File: src/rtl/pool_stream_if.sv
// Pixel-in / pooled-pixel-out stream bundle for pool_stream.
// master = upstream/downstream driver side, slave = the pooling engine.
interface pool_stream_if #(
  parameter int DATA_W = 16
);
  logic                     in_valid;
  logic                     in_ready;
  logic signed [DATA_W-1:0] in_data;
  logic                     out_valid;
  logic                     out_ready;
  logic signed [DATA_W-1:0] out_data;
  logic                     out_last;

  modport master (
    output in_valid, in_data, out_ready,
    input  in_ready, out_valid, out_data, out_last
  );

  modport slave (
    input  in_valid, in_data, out_ready,
    output in_ready, out_valid, out_data, out_last
  );
endinterface

File: src/rtl/pool_stream.sv
// Streaming KxK stride-K max/average pooling over a raster pixel stream,
// holding one band of partial window results (IMG_N/POOL_K entries).
module pool_stream #(
  parameter int DATA_W = 16,
  parameter int IMG_N  = 4,
  parameter int POOL_K = 2
) (
  input  logic         clk,
  input  logic         rst,
  input  logic         mode,
  pool_stream_if.slave s,
  output logic         busy
);
  localparam int KL    = $clog2(POOL_K);
  localparam int SH    = 2 * KL;
  localparam int ACC_W = DATA_W + SH;
  localparam int NB    = IMG_N / POOL_K;
  localparam int CW    = $clog2(IMG_N);
  localparam int IW    = (NB > 1) ? $clog2(NB) : 1;

  logic [CW-1:0]            r_col, r_row;
  logic                     r_mode, r_busy;
  logic                     r_out_valid, r_out_last;
  logic signed [DATA_W-1:0] r_out_data;
  logic signed [ACC_W-1:0]  r_buf [NB];

  logic                     w_in_ready, w_acc, w_out_hs;
  logic                     w_first_px, w_last_px, w_win_first, w_win_done;
  logic [IW-1:0]            w_idx;
  logic signed [ACC_W-1:0]  w_px, w_old, w_comb, w_avg;
  logic signed [DATA_W-1:0] w_res;

  assign w_in_ready  = !rst && (!r_out_valid || s.out_ready);
  assign w_acc       = s.in_valid && w_in_ready;
  assign w_out_hs    = r_out_valid && s.out_ready;
  assign w_first_px  = (r_col == '0) && (r_row == '0);
  assign w_last_px   = (r_col == CW'(IMG_N-1)) && (r_row == CW'(IMG_N-1));
  assign w_win_first = (r_col[KL-1:0] == '0) && (r_row[KL-1:0] == '0);
  assign w_win_done  = (&r_col[KL-1:0]) && (&r_row[KL-1:0]);
  assign w_idx       = IW'(r_col >> KL);

  assign w_px  = ACC_W'(s.in_data);
  assign w_old = r_buf[w_idx];

  // The frame's first pixel always opens a window, so using the latched
  // mode here is safe even on the cycle the latch is being updated.
  always_comb begin
    w_comb = w_px;
    if (!w_win_first) begin
      if (r_mode)            w_comb = w_old + w_px;
      else if (w_old > w_px) w_comb = w_old;
    end
  end

  assign w_avg = w_comb >>> SH;
  assign w_res = r_mode ? w_avg[DATA_W-1:0] : w_comb[DATA_W-1:0];

  always_ff @(posedge clk) begin
    if (rst) begin
      r_col       <= '0;
      r_row       <= '0;
      r_mode      <= 1'b0;
      r_busy      <= 1'b0;
      r_out_valid <= 1'b0;
      r_out_last  <= 1'b0;
      r_out_data  <= '0;
    end else begin
      if (w_acc) begin
        if (r_col == CW'(IMG_N-1)) begin
          r_col <= '0;
          r_row <= (r_row == CW'(IMG_N-1)) ? '0 : r_row + 1'b1;
        end else begin
          r_col <= r_col + 1'b1;
        end
        if (w_first_px) r_mode <= mode;
      end
      // a new frame starting on the final handshake keeps busy asserted
      if (w_acc && w_first_px)         r_busy <= 1'b1;
      else if (w_out_hs && r_out_last) r_busy <= 1'b0;
      if (w_acc && w_win_done) begin
        r_out_valid <= 1'b1;
        r_out_data  <= w_res;
        r_out_last  <= w_last_px;
      end else if (w_out_hs) begin
        r_out_valid <= 1'b0;
        r_out_last  <= 1'b0;
      end
    end
  end

  always_ff @(posedge clk) begin
    if (w_acc) r_buf[w_idx] <= w_comb;
  end

  assign s.in_ready  = w_in_ready;
  assign s.out_valid = r_out_valid;
  assign s.out_data  = r_out_data;
  assign s.out_last  = r_out_last;
  assign busy        = r_busy;
endmodule
File: src/flat_wrapper.sv
// flat-port wrapper written by rule: the top's interface ports become plain ports
module pool_stream_flat 
#(
  parameter int DATA_W = 16,
  parameter int IMG_N  = 4,
  parameter int POOL_K = 2
)
  (clk, rst, mode, busy, s_in_valid, s_in_data, s_out_ready, s_in_ready, s_out_valid, s_out_data, s_out_last);
  pool_stream_if #(.DATA_W(DATA_W)) s_i ();
  input  logic clk;
  input  logic rst;
  input  logic mode;
  output logic busy;
  input wire logic [$bits(s_i.in_valid)-1:0] s_in_valid;
  input wire logic [$bits(s_i.in_data)-1:0] s_in_data;
  input wire logic [$bits(s_i.out_ready)-1:0] s_out_ready;
  output wire logic [$bits(s_i.in_ready)-1:0] s_in_ready;
  output wire logic [$bits(s_i.out_valid)-1:0] s_out_valid;
  output wire logic [$bits(s_i.out_data)-1:0] s_out_data;
  output wire logic [$bits(s_i.out_last)-1:0] s_out_last;
  assign s_i.in_valid = s_in_valid;
  assign s_i.in_data = s_in_data;
  assign s_i.out_ready = s_out_ready;
  assign s_in_ready = s_i.in_ready;
  assign s_out_valid = s_i.out_valid;
  assign s_out_data = s_i.out_data;
  assign s_out_last = s_i.out_last;
  pool_stream #(.DATA_W(DATA_W), .IMG_N(IMG_N), .POOL_K(POOL_K)) u_core (.clk(clk), .rst(rst), .mode(mode), .s(s_i), .busy(busy));
endmodule
File: config.mk
export PLATFORM = sky130hd
export DESIGN_NAME = pool_stream_flat
export DESIGN_NICKNAME = d
export VERILOG_FILES = /design/src/rtl/pool_stream_if.sv /design/src/rtl/pool_stream.sv /design/src/flat_wrapper.sv
export SDC_FILE = /design/constraint.sdc
export NUM_CORES = 1
export LEC_CHECK = 0
export CAP_MARGIN = 25
export CORE_MARGIN = 5
export CORE_UTILIZATION = 62
export DETAILED_ROUTE_END_ITERATION = 10
export MAX_ROUTING_LAYER = met4
export PLACE_DENSITY = 0.95
export SETUP_SLACK_MARGIN = 0.2
export SKIP_CTS_REPAIR_TIMING = 1
export SLEW_MARGIN = 20
export SYNTH_ARGS = -nofsm -noshare
export SYNTH_HDL_FRONTEND = slang
export SYNTH_SLANG_ARGS = --single-unit
File: constraint.sdc
create_clock -name clk -period 7.9 [get_ports clk]
set_input_delay 1.58 -clock clk [delete_from_list [all_inputs] [get_ports clk]]
set_output_delay 1.58 -clock clk [all_outputs]
set_load 0.03 [all_outputs]
==> results.cfg, run 1 <==
[worst_setup_path]
path_cells = clkdlybuf4s50_1 > inv_1 > and2_1 > clkdlybuf4s50_1
cp_common_cell = clkdlybuf4s50_1
slowest_stage = clkdlybuf4s50_1
crit_type = input port to output pin
path_buf_inv = 3
worstPathRequired_ps = 6320
endpoint_kind = output pin
cp.arrival_ps = 3710
critPathLaunch = rst
critPathLaunchType = input port
cpPeakStageDelay_ps = 880
critPathMaxFanout = 16
cp_top_family = buffers and inverters

[logic_synthesis]
synth_cell_types = 56
synthesis.area_mm2 = 0.00422
seq_area_frac_synth_pct = 37.4
yosysWarningCount = 0
yosys_most_used_dff = edfxtp_1
ys_async_sr_fraction_pct = 0
syn_avg_cell_area_um2 = 9.41
synth_fp_nets = 510
synth_edf_count = 36
ys_ff_latch = 61
syn_inst = 449

[cts]
clock_latency_ps = 340
cts.htree.levels = 3
cts_tree = built
clockBufferDepth = 2
clock_sinks = 61
clk_pin_slew_ps = 70
root_buffer = clkbuf_8
cts_inserted_buffers = 9

[power_and_ir_drop]
p_leak_nw = 1.86
vdd_drop_max_mv = 0.107
p_per_area_mw_per_mm2 = 185
report.power.total_mw = 0.895

[sta]
fmax_mhz = 189
worst_pin_slew_ps = 1030
fin_crit_ps = 5290
period_share_pct = 66.9
hold_viol_final = 0
clock_skew_ps = 9.33
relSlewSlack_pct = 31.1
setup_viol = 0
setup_tns_ps = 0
report.final.slew_viol_count = 0
rsz0062_at_grt = false
layout_setup_ws_ps = 2610

[final_layout]
drive_gt1_share_pct = 8.20
syn2layout_area_growth_pct = 14.7
multi_input_area_mm2 = 0.00241
n_antenna_cell = 0
layout.nets = 544
mostFrequentLayoutCells = inv_1 (40), clkdlybuf4s50_1 (40), ha_1 (39), nor2_1 (36), edfxtp_1 (36)
layout.cells.non_filler = 568
nFillCells = 510
seq_area_mm2 = 0.00158

[placed_design]
dp_hpwl_mm = 8.26
place_inst = 552
gp_congestion = 1.01
numPortBuffers = 40
detailedPlace.worstSlack_ps = 2650

[grt]
overflow = 0
first_global_vias = 3713
grt_usage_pct = 28.9
grt_pass1_wl_mm = 18.5
antenna_found_initial = 0
grt_max_degree = 24

[min_path]
hp-class = flop to flop
worstHoldStart = u_core.busy$_SDFFE_PP0P_

[floorplan]
io_pins = 41
die_w_um = 92.5
std_cell_rows = 30
start_util_pct = 62.9
die_h_um = 92.5
core-area_mm2 = 0.00672
die_area_mm2 = 0.00856

[drt]
vias_per_cell = 6.71
routed_wl_mm = 11.7
drt_pre_antenna_iters = 5
first_iter_violations = 375
drc = 0
ant_nets = 0
vias = 3814
wl_per_cell_um = 20.6

[status]
status = completed

[run]
drv_cap = 0
## worst min-delay path, cell delays in order (launching register included)
cell and delay, ps:
dfxtp_1 320, nand2_1 50, a21oi_1 50
## cell type report
| cell class | instances | share of cell area (%) |
|---|---|---|
| clock buffer | 11 | 3.15 |
| clock inverter | 5 | 0.516 |
| inverter | 40 | 3.10 |
| multi-input combinational | 327 | 49.7 |
| sequential | 61 | 32.6 |
| tap | 80 | 2.07 |
| timing repair buffer | 44 | 8.88 |
## state kept, by name, indices dropped and copies added (netlist names), named ones only
register,cells
u_core.busy,1
u_core.r_buf,36
u_core.r_col,2
u_core.r_mode,1
u_core.r_row,2
u_core.s.out_data,16
u_core.s.out_last,1
u_core.s.out_valid,1
## layer usage
layer,up-vias,share of wire [%],track usage [%]
met1,1794,41,36.4
met4,0,2.6,12.3
met2,240,47,45.5
met3,33,9.6,5.69
li1,1747,-,-
met5,-,0,-
## Yosys cell counts, types with 12 or more instances
cell type  count  area (µm²)
a21oi_1       31         155
clkbuf_1      15        56.3
dfxtp_1       25         500
edfxtp_1      36        1080
ha_1          39         488
inv_1         40         150
mux2_2        17         191
mux2i_1       12         120
nand2_1       27         101
nand3_1       13        65.1
nor2_1        36         135
o21ai_0       20         100
xnor2_1       13         114
## per-stage QoR
stage	instance area (µm²)	hold slack [ps]	utilization, %
finish	4850	467	72.1
CTS	4850	469	72.1
floorplan	4220	453	-
detailed placement	4670	456	69.5
global route	4850	492	72.1
global placement	4670	454	69.5
## final timing paths
| kind | end | slack [ps] | cells after the start |
|---|---|---|---|
| worst max-delay path | s_in_ready | 2610 | 4 |
| worst min-delay path | u_core.busy$_SDFFE_PP0P_ | 470 | 2 |
| worst max register to register | u_core.r_buf[0][1]$_DFFE_PP_ | 3440 | 11 |
| worst min register to register | u_core.busy$_SDFFE_PP0P_ | 470 | 2 |
## power by group
part | leakage [nW] | total (mW) | internal, mW | switching (mW)
logic | 1.24 | 0.276 | 0.108 | 0.169
clock network | 0.0893 | 0.254 | 0.130 | 0.124
registers | 0.534 | 0.364 | 0.356 | 0.00847
## cell families after synthesis
group,after synthesis,share of synthesized area (%)
AOI/OAI and AO/OA,137,21.9
and+or+nand+nor,106,12.4
buffers and inverters,61,5.72
DFF,61,37.4
adders and majority gates,40,12.0
muxes,29,7.38
xor gates and xnor gates,15,3.11
(Power assumes the default switching activity.)
==> run 2, diff against run 1 <==
--- a/config.mk
+++ b/config.mk
@@ -7,10 +7,10 @@
 export LEC_CHECK = 0
 export CAP_MARGIN = 25
 export CORE_MARGIN = 5
-export CORE_UTILIZATION = 62
+export CORE_UTILIZATION = 58
 export DETAILED_ROUTE_END_ITERATION = 10
 export MAX_ROUTING_LAYER = met4
-export PLACE_DENSITY = 0.95
+export PLACE_DENSITY = 0.9
 export SETUP_SLACK_MARGIN = 0.2
 export SKIP_CTS_REPAIR_TIMING = 1
 export SLEW_MARGIN = 20
==> constraint.sdc (replaced) <==
create_clock -name clk -period 5.1 [get_ports clk]
set_input_delay 1.02 -clock clk [delete_from_list [all_inputs] [get_ports clk]]
set_output_delay 1.02 -clock clk [all_outputs]
set_load 0.03 [all_outputs]
==> results.cfg, run 2 (synthesized netlist as in run 1, its figures left out) <==
[sta]
setup_tns_ps = 0
relSlewSlack_pct = 30.2
clock_skew_ps = 12.7
fin_crit_ps = 4420
hold_viol_final = 0
fmax_mhz = 226
fin_hold_ws_ps = 486
rsz0062_at_grt = false
worst_pin_slew_ps = 1040
setup_viol = 0
period_share_pct = 86.6
report.final.slew_viol_count = 0

[grt]
antenna_found_initial = 0
grt_pass1_wl_mm = 19.0
grt_usage_pct = 28.3
overflow = 0
grt_max_degree = 24
first_global_vias = 3844

[worst_setup_path]
endpoint_kind = flop
r2r_setup_slack_ps = 1100
cpPeakStageDelay_ps = 740
worstPathRequired_ps = 5290
critPathLaunchType = input port
r2r_end = u_core.s.out_data[10]$_SDFFE_PP0P_
path_cells = clkdlybuf4s50_1 > ha_1 > inv_1 > fa_1 > o21bai_1 > a21oi_1 > o311ai_0 > nand3_1 > nand2_1 > xnor2_1 > a2111oi_0 > a211oi_1
critPathMaxFanout = 5
crit_type = input port to flop
cp.arrival_ps = 4610
critPathLaunch = s_in_data[0]
slowest_stage = o311ai_0
r2r_cells = 14
worstSetupEndpoint = u_core.s.out_data[10]$_SDFFE_PP0P_

[drt]
drc = 0
first_iter_violations = 427
wl_per_cell_um = 19.7
ant_nets = 0
drt_pre_antenna_iters = 5
routed_wl_mm = 11.7
vias_per_cell = 6.36
vias = 3786

[cts]
root_buffer = clkbuf_8
clockBufferDepth = 2
cts.htree.levels = 3
clk_pin_slew_ps = 60
cts_inserted_buffers = 9
clock_sinks = 61
clock_latency_ps = 350
cts_tree = built

[power_and_ir_drop]
vdd_drop_max_mv = 0.158
p_leak_nw = 1.90
seq_power_share_pct = 41.2
p_sw_share_pct = 33.0
report.power.total_mw = 1.36
switchingPower_mw = 0.448
internal-power_mw = 0.911
pwr-share-clk_pct = 26.9
p_per_area_mw_per_mm2 = 277
pwr-share-comb_pct = 31.9

[floorplan]
die_w_um = 95.3
start_util_pct = 58.9
std_cell_rows = 31
die_h_um = 95.3
die_area_mm2 = 0.00909
io_pins = 41
core-area_mm2 = 0.00718

[placed_design]
gp_congestion = 1.02
place_inst = 579
dp_hpwl_mm = 8.39
numPortBuffers = 40
placed_area_mm2 = 0.00475

[final_layout]
mostFrequentLayoutCells = inv_1 (40), clkdlybuf4s50_1 (40), ha_1 (39), nor2_1 (36), edfxtp_1 (36)
largest_register_ffs = 36
layout.cells.non_filler = 595
nFillCells = 552
top_register = u_core.r_buf
layout.nets = 552
syn2layout_area_growth_pct = 16.4
n_antenna_cell = 0
drive_gt1_share_pct = 9.48
stdcell_area_mm2 = 0.00491

[status]
status = completed

[min_path]
hp-class = flop to flop

[run]
drv_cap = 0
## run 2: changes by cell type in the layout (fill, tap and decap cells not counted), sizes merged
cell and delta:
buf +8, clkinvlp -1, clkinv -1, clkbuf +2
## run 2: how the worst min path moves through the flow
stage	startpoint	to	cells after the start
CTS	u_core.r_row[1]$_SDFFE_PP0P_	u_core.r_row[1]$_SDFFE_PP0P_	2
detailed placement	u_core.busy$_SDFFE_PP0P_	u_core.busy$_SDFFE_PP0P_	2
finish	u_core.busy$_SDFFE_PP0P_	u_core.busy$_SDFFE_PP0P_	2
global placement	u_core.busy$_SDFFE_PP0P_	u_core.busy$_SDFFE_PP0P_	2
floorplan	u_core.r_row[1]$_SDFFE_PP0P_	u_core.r_row[1]$_SDFFE_PP0P_	2
global route	u_core.r_row[1]$_SDFFE_PP0P_	u_core.r_row[1]$_SDFFE_PP0P_	2
## run 2: per-layer routing
layer | part of all wire [%] | up-vias | track usage (%) | routed length (µm)
met1 | 42 | 1774 | 35.9 | 4900
met2 | 46 | 223 | 43.4 | 5430
met4 | 2.4 | 0 | 13.2 | 279
li1 | - | 1761 | - | -
met3 | 9.5 | 28 | 5.68 | 1120
met5 | 0 | - | - | 0
## run 2: through the flow
step                      worst slack, ps  util, %
final                                 681     68.5
after global routing                  621     68.5
after CTS                             828     68.5
after detailed placement              492     66.2
after global placement                547     66.2
after floorplan                      1410        -
## run 2: cell type report
cell class,count,area (µm²),area share (%)
flip-flops and latches,61,1580,32.2
clock buffers,13,149,3.03
multi-input cells,327,2410,49.0
well taps,99,124,2.52
inverters,40,150,3.05
clock inverters,3,13.8,0.280
repair buffers,52,490,9.98
## run 2: critical path, delay by kind of cell
| kind | cells | cell delay [ps] |
|---|---|---|
| AO/OA/AOI/OAI | 5 | 1840 |
| buffers and inverters | 2 | 620 |
| adder cells (fa/ha/maj) | 2 | 620 |
| AND/OR/NAND/NOR | 2 | 420 |
| XOR/XNOR | 1 | 80 |
## run 2: power groups by stage
stage	clock network, mW	registers (mW)	logic, mW
floorplan	0	0.567	0.309
global placement	0	0.569	0.413
detailed placement	0	0.570	0.420
CTS	0.366	0.560	0.424
global route	0.392	0.561	0.474
finish	0.366	0.559	0.434
